File: src/rtl/idu_ysyx_if.sv
// Instruction-side and execute-side signals of the decode stage, grouped so the
// decoder and whoever drives it see one bundle.
interface idu_ysyx_if;
    logic        in_valid;
    logic        in_ready;
    logic [31:0] in_inst;
    logic [31:0] in_pc;
    logic        flush;

    logic        out_valid;
    logic        out_ready;
    logic [31:0] out_pc;
    logic [31:0] out_imm;
    logic [3:0]  out_alu_ctr;
    logic        out_alu_asrc;
    logic [1:0]  out_alu_bsrc;
    logic [4:0]  out_rs1;
    logic [4:0]  out_rs2;
    logic [4:0]  out_rd;
    logic        out_reg_wen;
    logic [2:0]  out_funct3;
    logic [2:0]  out_kind;
    logic        out_illegal;

    // Fetch/execute side: drives instructions, flush and out_ready.
    modport master (
        output in_valid, in_inst, in_pc, flush, out_ready,
        input  in_ready, out_valid, out_pc, out_imm, out_alu_ctr, out_alu_asrc,
               out_alu_bsrc, out_rs1, out_rs2, out_rd, out_reg_wen, out_funct3,
               out_kind, out_illegal
    );

    // Decoder side.
    modport slave (
        input  in_valid, in_inst, in_pc, flush, out_ready,
        output in_ready, out_valid, out_pc, out_imm, out_alu_ctr, out_alu_asrc,
               out_alu_bsrc, out_rs1, out_rs2, out_rd, out_reg_wen, out_funct3,
               out_kind, out_illegal
    );
endinterface

File: src/rtl/idu_ysyx.sv
// Single-entry registered RV32I decode stage: decodes the accepted instruction
// into ALU control, operand selects, register indices and a sign-extended immediate.
module idu_ysyx (
    input  logic     clk,
    input  logic     rst_n,
    idu_ysyx_if.slave bus
);
    localparam logic [6:0] OPC_LUI    = 7'b0110111;
    localparam logic [6:0] OPC_AUIPC  = 7'b0010111;
    localparam logic [6:0] OPC_JAL    = 7'b1101111;
    localparam logic [6:0] OPC_JALR   = 7'b1100111;
    localparam logic [6:0] OPC_BRANCH = 7'b1100011;
    localparam logic [6:0] OPC_LOAD   = 7'b0000011;
    localparam logic [6:0] OPC_STORE  = 7'b0100011;
    localparam logic [6:0] OPC_OP_IMM = 7'b0010011;
    localparam logic [6:0] OPC_OP     = 7'b0110011;

    localparam logic [3:0] ALU_ADD  = 4'b0000;
    localparam logic [3:0] ALU_SUB  = 4'b1000;
    localparam logic [3:0] ALU_PASS = 4'b0011;
    localparam logic [3:0] ALU_SLT  = 4'b0010;
    localparam logic [3:0] ALU_SLTU = 4'b1010;

    localparam logic [1:0] BSRC_RS2 = 2'b00;
    localparam logic [1:0] BSRC_IMM = 2'b01;
    localparam logic [1:0] BSRC_4   = 2'b10;

    localparam logic [2:0] KIND_ALU    = 3'd0;
    localparam logic [2:0] KIND_BRANCH = 3'd1;
    localparam logic [2:0] KIND_JAL    = 3'd2;
    localparam logic [2:0] KIND_JALR   = 3'd3;
    localparam logic [2:0] KIND_LOAD   = 3'd4;
    localparam logic [2:0] KIND_STORE  = 3'd5;

    // Handshake: a transfer happens on a rising edge where valid && ready.
    // in_ready = !out_valid || out_ready, so the single entry can be replaced in
    // the same cycle it drains; out_valid never depends on out_ready combinationally.
    logic accept;
    assign bus.in_ready = !bus.out_valid || bus.out_ready;
    assign accept       = bus.in_valid && bus.in_ready;

    logic [31:0] inst;
    logic [6:0]  opcode;
    logic [2:0]  funct3;
    logic [6:0]  funct7;
    assign inst   = bus.in_inst;
    assign opcode = inst[6:0];
    assign funct3 = inst[14:12];
    assign funct7 = inst[31:25];

    logic [31:0] imm_i, imm_s, imm_b, imm_u, imm_j;
    assign imm_i = {{20{inst[31]}}, inst[31:20]};
    assign imm_s = {{20{inst[31]}}, inst[31:25], inst[11:7]};
    assign imm_b = {{19{inst[31]}}, inst[31], inst[7], inst[30:25], inst[11:8], 1'b0};
    assign imm_u = {inst[31:12], 12'b0};
    assign imm_j = {{11{inst[31]}}, inst[31], inst[19:12], inst[20], inst[30:21], 1'b0};

    // alt selects sub (funct3 000) or sra (funct3 101).
    function automatic logic [3:0] alu_code(input logic [2:0] f3, input logic alt);
        logic [3:0] c;
        case (f3)
            3'b000:  c = alt ? ALU_SUB : ALU_ADD;
            3'b001:  c = 4'b0001;
            3'b010:  c = ALU_SLT;
            3'b011:  c = ALU_SLTU;
            3'b100:  c = 4'b0100;
            3'b101:  c = alt ? 4'b1101 : 4'b0101;
            3'b110:  c = 4'b0110;
            default: c = 4'b0111;
        endcase
        return c;
    endfunction

    logic [31:0] d_imm;
    logic [3:0]  d_ctr;
    logic        d_asrc;
    logic [1:0]  d_bsrc;
    logic        d_wen;
    logic [2:0]  d_kind;
    logic        d_illegal;

    always_comb begin
        d_imm     = 32'h0;
        d_ctr     = ALU_ADD;
        d_asrc    = 1'b0;
        d_bsrc    = BSRC_RS2;
        d_wen     = 1'b0;
        d_kind    = KIND_ALU;
        d_illegal = 1'b0;
        case (opcode)
            OPC_LUI: begin
                d_imm  = imm_u;
                d_ctr  = ALU_PASS;
                d_bsrc = BSRC_IMM;
                d_wen  = 1'b1;
            end
            OPC_AUIPC: begin
                d_imm  = imm_u;
                d_asrc = 1'b1;
                d_bsrc = BSRC_IMM;
                d_wen  = 1'b1;
            end
            OPC_JAL: begin
                d_imm  = imm_j;
                d_asrc = 1'b1;
                d_bsrc = BSRC_4;
                d_wen  = 1'b1;
                d_kind = KIND_JAL;
            end
            OPC_JALR: begin
                d_imm     = imm_i;
                d_asrc    = 1'b1;
                d_bsrc    = BSRC_4;
                d_wen     = 1'b1;
                d_kind    = KIND_JALR;
                d_illegal = (funct3 != 3'b000);
            end
            OPC_BRANCH: begin
                d_imm  = imm_b;
                d_kind = KIND_BRANCH;
                case (funct3[2:1])
                    2'b00:   d_ctr = ALU_SUB;
                    2'b10:   d_ctr = ALU_SLT;
                    2'b11:   d_ctr = ALU_SLTU;
                    default: d_illegal = 1'b1;
                endcase
            end
            OPC_LOAD: begin
                d_imm     = imm_i;
                d_bsrc    = BSRC_IMM;
                d_wen     = 1'b1;
                d_kind    = KIND_LOAD;
                d_illegal = (funct3 == 3'b011) || (funct3 == 3'b110) || (funct3 == 3'b111);
            end
            OPC_STORE: begin
                d_imm     = imm_s;
                d_bsrc    = BSRC_IMM;
                d_kind    = KIND_STORE;
                d_illegal = (funct3 > 3'b010);
            end
            OPC_OP_IMM: begin
                d_imm  = imm_i;
                d_bsrc = BSRC_IMM;
                d_wen  = 1'b1;
                d_ctr  = alu_code(funct3, (funct3 == 3'b101) && funct7[5]);
                if (funct3 == 3'b001)
                    d_illegal = (funct7 != 7'h00);
                else if (funct3 == 3'b101)
                    d_illegal = (funct7 != 7'h00) && (funct7 != 7'h20);
            end
            OPC_OP: begin
                d_wen     = 1'b1;
                d_ctr     = alu_code(funct3, funct7[5]);
                d_illegal = !((funct7 == 7'h00) ||
                              ((funct7 == 7'h20) && ((funct3 == 3'b000) || (funct3 == 3'b101))));
            end
            default: d_illegal = 1'b1;
        endcase
        // Illegal instructions carry no side effects downstream.
        if (d_illegal) begin
            d_imm  = 32'h0;
            d_ctr  = ALU_ADD;
            d_asrc = 1'b0;
            d_bsrc = BSRC_RS2;
            d_wen  = 1'b0;
            d_kind = KIND_ALU;
        end
    end

    always_ff @(posedge clk or negedge rst_n) begin
        if (!rst_n) begin
            bus.out_valid    <= 1'b0;
            bus.out_pc       <= 32'h0;
            bus.out_imm      <= 32'h0;
            bus.out_alu_ctr  <= 4'h0;
            bus.out_alu_asrc <= 1'b0;
            bus.out_alu_bsrc <= 2'b00;
            bus.out_rs1      <= 5'd0;
            bus.out_rs2      <= 5'd0;
            bus.out_rd       <= 5'd0;
            bus.out_reg_wen  <= 1'b0;
            bus.out_funct3   <= 3'd0;
            bus.out_kind     <= 3'd0;
            bus.out_illegal  <= 1'b0;
        end else begin
            if (bus.flush)
                bus.out_valid <= 1'b0;
            else if (accept)
                bus.out_valid <= 1'b1;
            else if (bus.out_ready)
                bus.out_valid <= 1'b0;

            if (accept && !bus.flush) begin
                bus.out_pc       <= bus.in_pc;
                bus.out_imm      <= d_imm;
                bus.out_alu_ctr  <= d_ctr;
                bus.out_alu_asrc <= d_asrc;
                bus.out_alu_bsrc <= d_bsrc;
                bus.out_rs1      <= inst[19:15];
                bus.out_rs2      <= inst[24:20];
                bus.out_rd       <= inst[11:7];
                bus.out_reg_wen  <= d_wen;
                bus.out_funct3   <= funct3;
                bus.out_kind     <= d_kind;
                bus.out_illegal  <= d_illegal;
            end
        end
    end
endmodule

File: src/flat_wrapper.sv
// flat-port wrapper written by rule: the top's interface ports become plain ports
module idu_ysyx_flat 
  (clk, rst_n, bus_in_valid, bus_in_inst, bus_in_pc, bus_flush, bus_out_ready, bus_in_ready, bus_out_valid, bus_out_pc, bus_out_imm, bus_out_alu_ctr, bus_out_alu_asrc, bus_out_alu_bsrc, bus_out_rs1, bus_out_rs2, bus_out_rd, bus_out_reg_wen, bus_out_funct3, bus_out_kind, bus_out_illegal);
  idu_ysyx_if bus_i ();
  input  logic clk;
  input  logic rst_n;
  input wire logic [$bits(bus_i.in_valid)-1:0] bus_in_valid;
  input wire logic [$bits(bus_i.in_inst)-1:0] bus_in_inst;
  input wire logic [$bits(bus_i.in_pc)-1:0] bus_in_pc;
  input wire logic [$bits(bus_i.flush)-1:0] bus_flush;
  input wire logic [$bits(bus_i.out_ready)-1:0] bus_out_ready;
  output wire logic [$bits(bus_i.in_ready)-1:0] bus_in_ready;
  output wire logic [$bits(bus_i.out_valid)-1:0] bus_out_valid;
  output wire logic [$bits(bus_i.out_pc)-1:0] bus_out_pc;
  output wire logic [$bits(bus_i.out_imm)-1:0] bus_out_imm;
  output wire logic [$bits(bus_i.out_alu_ctr)-1:0] bus_out_alu_ctr;
  output wire logic [$bits(bus_i.out_alu_asrc)-1:0] bus_out_alu_asrc;
  output wire logic [$bits(bus_i.out_alu_bsrc)-1:0] bus_out_alu_bsrc;
  output wire logic [$bits(bus_i.out_rs1)-1:0] bus_out_rs1;
  output wire logic [$bits(bus_i.out_rs2)-1:0] bus_out_rs2;
  output wire logic [$bits(bus_i.out_rd)-1:0] bus_out_rd;
  output wire logic [$bits(bus_i.out_reg_wen)-1:0] bus_out_reg_wen;
  output wire logic [$bits(bus_i.out_funct3)-1:0] bus_out_funct3;
  output wire logic [$bits(bus_i.out_kind)-1:0] bus_out_kind;
  output wire logic [$bits(bus_i.out_illegal)-1:0] bus_out_illegal;
  assign bus_i.in_valid = bus_in_valid;
  assign bus_i.in_inst = bus_in_inst;
  assign bus_i.in_pc = bus_in_pc;
  assign bus_i.flush = bus_flush;
  assign bus_i.out_ready = bus_out_ready;
  assign bus_in_ready = bus_i.in_ready;
  assign bus_out_valid = bus_i.out_valid;
  assign bus_out_pc = bus_i.out_pc;
  assign bus_out_imm = bus_i.out_imm;
  assign bus_out_alu_ctr = bus_i.out_alu_ctr;
  assign bus_out_alu_asrc = bus_i.out_alu_asrc;
  assign bus_out_alu_bsrc = bus_i.out_alu_bsrc;
  assign bus_out_rs1 = bus_i.out_rs1;
  assign bus_out_rs2 = bus_i.out_rs2;
  assign bus_out_rd = bus_i.out_rd;
  assign bus_out_reg_wen = bus_i.out_reg_wen;
  assign bus_out_funct3 = bus_i.out_funct3;
  assign bus_out_kind = bus_i.out_kind;
  assign bus_out_illegal = bus_i.out_illegal;
  idu_ysyx u_core (.clk(clk), .rst_n(rst_n), .bus(bus_i));
endmodule
File: config.mk
export PLATFORM = sky130hd
export DESIGN_NAME = idu_ysyx_flat
export DESIGN_NICKNAME = d
export VERILOG_FILES = /design/src/rtl/idu_ysyx_if.sv /design/src/rtl/idu_ysyx.sv /design/src/flat_wrapper.sv
export SDC_FILE = /design/constraint.sdc
export NUM_CORES = 1
export LEC_CHECK = 0
export BUFFER_PORTS_ARGS = -buffer_cell sky130_fd_sc_hd__buf_2
export CAP_MARGIN = 20
export CORE_MARGIN = 2
export CORE_UTILIZATION = 35
export DETAILED_ROUTE_END_ITERATION = 8
export GPL_TIMING_DRIVEN = 1
export PLACE_DENSITY = 0.62
export SKIP_CTS_REPAIR_TIMING = 1
export SLEW_MARGIN = 10
export SYNTH_ARGS = -nofsm -noshare
export SYNTH_HDL_FRONTEND = slang
export SYNTH_SLANG_ARGS = --single-unit
File: constraint.sdc
create_clock -name clk -period 2 [get_ports clk]
set_input_delay 0.1 -clock clk [delete_from_list [all_inputs] [get_ports clk]]
set_output_delay 0.1 -clock clk [all_outputs]
set_load 0.03 [all_outputs]
* After elaboration in Yosys (flattened, before gate mapping)
Cells that the tools add are included.
Operators by class: order comparisons 1, equal/unequal tests 20, multiplexer cells 26, reductions and logical operators 27
Operators with widths (number):
- 32-bit case mux with 5 select lines | 1
- 4-bit case mux with 7 select lines | 2
- 32-bit 2-to-1 mux | 1
- 7-bit by 6-bit == test with 1-bit output, second input constant | 4
- 7-bit == test, second input constant | 3
- 4-bit 2-to-1 mux | 5
- 4-bit case mux with 4 select lines | 1
- 3-bit case mux with 5 select lines | 1
- 7-bit by 5-bit == test with 1-bit output, second input constant | 2
- 3-bit == test, second input constant | 4
- 4-bit case mux with 3 select lines | 1
- 3-bit OR reduction | 4
- 1-bit 2-to-1 mux | 10
- 7-bit by 2-bit == test with 1-bit output, second input constant | 1
- 7-bit zero test | 1
- 7-bit by 6-bit inequality test with 1-bit output, second input constant | 1
- 1-bit case mux with 7 select lines | 1
- 7-bit nonzero test | 1
- 7-bit OR reduction | 1
- 3-bit by 2-bit == test with 1-bit output, second input constant | 2
- 3-bit nonzero test | 2
- 1-bit logical AND | 5
- 1-bit logical OR | 5
- 5-bit OR reduction | 1
- 10 further kinds | 14
Storage, ports and cells: bits in registers 95, bits of input ports 69, output and inout port bits 96, word-level logic and storage cells 87

* Logic depth before layout (Yosys ltp)
depth in word-level cells 7, mapped depth 7, depth with buffers taken out 6

* Worst setup path before layout
OpenSTA, ideal clock, no wires.
path kind reg2reg, start point reg u_core.bus.out_valid, end point reg u_core.bus.out_imm[10], setup time 0.092 ns, data arrival time 2.089 ns, data required time 1.908 ns, path slack -0.181 ns, stages on the path, launching flop included 8, path buffers 1, clock period less this slack 2.181 ns, cell sequence dfrtp_1 nor2b_1 inv_1 nand3b_1 a2111oi_4 nand3_4 buf_6 o31ai_2
Between the ends: cells in the longest elaborated chain, start to end 4
RTL lines:
- start, declared | RTL line idu_ysyx_if.sv:36 | output in_ready, out_valid, out_pc, out_imm, out_alu_ctr, out_alu_asrc,
- start signal, assigned | RTL line idu_ysyx.sv:172 | bus.out_valid <= 1'b0;
- start signal, assigned | RTL line idu_ysyx.sv:187 | bus.out_valid <= 1'b0;
- start signal, assigned | RTL line idu_ysyx.sv:189 | bus.out_valid <= 1'b1;
- 1-bit zero test | RTL line idu_ysyx.sv:39 | assign bus.in_ready = !bus.out_valid || bus.out_ready;
- 1-bit logical OR | RTL line idu_ysyx.sv:39
- via bus_in_ready | RTL line flat_wrapper.sv:12 | output wire logic [$bits(bus_i.in_ready)-1:0] bus_in_ready;
- 1-bit logical AND | RTL line idu_ysyx.sv:40 | assign accept = bus.in_valid && bus.in_ready;
- 1-bit logical AND | RTL line idu_ysyx.sv:193 | if (accept && !bus.flush) begin
- end signal, assigned | RTL line idu_ysyx.sv:195 | bus.out_imm <= d_imm;
- end, declared | RTL line idu_ysyx_if.sv:36
The timed path passes the listed nets, and every way through them passes these cells. A chain may end at the register's enable or synchronous reset.

* Worst setup path in the final report
start point reg u_core.bus.out_valid, end point reg u_core.bus.out_imm[18]
Between the ends: cells in the longest elaborated chain, start to end 4
RTL lines (RTL line):
- 1-bit zero test | idu_ysyx.sv:39
- 1-bit logical OR | idu_ysyx.sv:39
- 1-bit logical AND | idu_ysyx.sv:40
- 1-bit logical AND | idu_ysyx.sv:193
No other way between the ends.

==> results.ini <==
[outcome]
status = finished with violations
violations = negative hold slack

[synth]
ys_seq_area_frac = 0.5233
synth_ff_type = dfrtp_1
synth_area_per_cell_sq_um = 9.367
async_reset_ff_frac = 1.000
synth.distinct_cells = 48
ys_seq_elements = 95
synthesis.area_sq_um = 4543
syn_inst = 485
synth_edf_count = 0
yosysWarnings = 0
synth_nets = 558

[worst_setup_path]
regToRegEndpoint = u_core.bus.out_imm[18]$_DFFE_PN0P_
r2r_slack_ns = 0.18
start_kind = flop
crit_fanout = 11
worstSetupPathType = flop to flop
endpoint_kind = flop
r2r_cells = 7
crit_arrival_ns = 2.07
r2r-start = u_core.bus.out_valid$_DFFE_PN0P_
slowest_delay_ns = 0.37
crit_path_top_delay_cell = dfrtp_1
path_cells = nor2b_1 > inv_2 > nand3b_1 > a2111oi_4 > nand3_4 > buf_4 > o31ai_2
cp.required_ns = 2.25

[detailed_routing]
drt_wl_total_microns = 13740
via_count = 4290
met1_length_microns = 6276
via_per_inst = 4.948
dr.max_layer_used = met4
dr_wl_met3_microns = 678
wire_per_inst_microns = 15.85
met2RoutedLength_microns = 6672
drt_iter0_markers = 339
drcViolationCount = 0
antenna_left = 0
drtPass1Iterations = 4

[clock_network]
cts_sinks = 95
cts_root_buf = clkbuf_16
cts_buffers = 9
htree_levels = 3
cts_tree = done
insertion_delay_ns = 0.35
clk_pin_slew_ns = 0.06
clock_path_buffers = 2

[flow_run]
maxCapViolCount = 0

[sta]
tightest_slew_ns = 0.6565
finalCritPeriodShare = 0.9092
final-hold-violation-count = 6
slew-limit-headroom = 0.5623
fmax_mhz = 549.9
fin_worst_skew_ns = 0.004734
maxSlewViolCount = 0
tns_ns = 0
setup_violations = 0
timing.final.ws_setup_ns = 0.1816
rsz0062_at_grt = no
min_period_ns = 1.818
hold_ws_ns = -0.03994

[worst_hold_path]
hp-start = bus_in_pc[6]
whs_path_depth = 3
min_delay_worst_endpoint = u_core.bus.out_pc[6]$_DFFE_PN0P_
worstHoldPathType = primary input to flop

[placement]
hpwl_microns = 9830
gp_congestion = 0.8621
dp_worst_setup_slack_ns = 0.1119
port-buffer-count = 164

[cells_and_area]
area_growth_syn_to_layout_pct = 40.29
diodes = 0
layout_commonest_cell = nand2_1
final_cell_mix = 205 x nand2_1, 163 x buf_2, 95 x dfrtp_1
drive_gt1_frac = 0.3655
fin_util = 0.5030
nNetsFinal = 763

[pwr]
intPower_uw = 3534
seqPwrFrac = 0.425
powerDensity_nw_per_um2 = 792.9
p_sw_frac = 0.3007
p_clk_frac = 0.374
p_switching_uw = 1520
ir_worst_vdd_mv = 0.3407
combPwrFrac = 0.201
p_leak_uw = 0.003250
p_total_uw = 5053

[floorplan]
ios = 165
die_x_microns = 117.9
coreArea_sq_um = 12670
initial_core_util = 0.3585
num_rows = 41
dieArea_sq_um = 13910
die_h_microns = 117.9

[global_routing]
grt_pass1_wl_microns = 22190
grt_start_max_net_pins = 62
grtUsageTotal = 0.1989
grt_pass1_vias = 4143
overflow = 0
antenna_found_initial = 0

-- stage by stage --
step                area (sq um)  instances
finish                      6374        867
global route                6374        867
CTS                         5992        830
detailed placement          5662        814
global placement            5662        814
floorplan                   4543        485
-- power groups by stage --
stage	clock [uW]	combinational, uW	sequential, uW
after floorplan	0	248	2490
after global placement	0	953	2180
after detailed placement	0	962	2190
after CTS	1930	964	2150
after global routing	2010	1100	2170
final	1890	1010	2150
-- how the worst max path moves through the flow --
stage / start / endpoint / slack, ns / cells after the start
after global routing: u_core.bus.out_valid$_DFFE_PN0P_ / u_core.bus.out_imm[18]$_DFFE_PN0P_ / 0.02 / 7
after CTS: u_core.bus.out_valid$_DFFE_PN0P_ / u_core.bus.out_kind[2]$_DFFE_PN0P_ / 0.12 / 7
after detailed placement: bus_in_inst[6] / u_core.bus.out_imm[18]$_DFFE_PN0P_ / 0.11 / 7
after global placement: bus_in_inst[6] / u_core.bus.out_imm[19]$_DFFE_PN0P_ / 0.15 / 7
final: u_core.bus.out_valid$_DFFE_PN0P_ / u_core.bus.out_imm[18]$_DFFE_PN0P_ / 0.18 / 7
after floorplan: u_core.bus.out_valid$_DFFE_PN0P_ / u_core.bus.out_imm[10]$_DFFE_PN0P_ / 0.05 / 7
-- synthesized netlist by cell type (3+ instances only) --
master       n  area, sq um
nor3_1       3        15.01
a21oi_1     26        130.1
o21ai_0     12        60.06
nor2_1      10        37.54
clkbuf_1    20        75.07
buf_2        4        20.02
buf_6        6        67.56
inv_1        7        26.28
o31ai_2     35        437.9
nand2_1    205        769.5
o2bb2ai_1    3        26.28
a22oi_1      4        30.03
dfrtp_1     95         2377
nand4_1      3        18.77
ha_1         4        50.05
nand3_1      8        40.04
a31oi_1      3        18.77
-- cells by family (layout without fill, tap and decap cells) --
family	count (synthesis)	after routing	synth area share
AND/OR/NAND/NOR	251	251	0.2371
flip-flops	95	95	0.5233
buffers and inverters	39	249	0.04434
AO/OA/AOI/OAI	96	96	0.1843
adder cells (fa/ha/maj)	4	4	0.01102
-- state kept, by name, indices dropped and copies added, names as in the netlist --
signal	flops
u_core.bus.out_alu_asrc	1
u_core.bus.out_alu_bsrc	2
u_core.bus.out_alu_ctr	4
u_core.bus.out_funct3	3
u_core.bus.out_illegal	1
u_core.bus.out_imm	32
u_core.bus.out_kind	3
u_core.bus.out_pc	32
u_core.bus.out_rd	5
u_core.bus.out_reg_wen	1
u_core.bus.out_rs1	5
u_core.bus.out_rs2	5
u_core.bus.out_valid	1
-- per-layer routing --
| layer | vias up | track usage |
|---|---|---|
| li1 | 2042 | - |
| met1 | 2107 | 0.2762 |
| met2 | 131 | 0.3158 |
| met3 | 10 | 0.03973 |
| met4 | 0 | 0.05648 |
| met5 | - | 0 |
-- cell type report --
type                       instances  area [sq um]
sequential                        95          2377
clock inverter                     6         91.34
clock buffer                      10         239.0
fill                            1250          6297
multi-input combinational        351          1977
tap                              172         215.2
timing repair buffer             226          1448
inverter                           7         26.28
-- worst max-delay path, delay by kind of cell (launching register included) --
| family | cells | cell delay [ns] |
|---|---|---|
| compound gates | 2 | 0.54 |
| simple gates | 3 | 0.51 |
| flops | 1 | 0.37 |
| buf+inv | 2 | 0.31 |
Power figures use the tool's default switching activity.
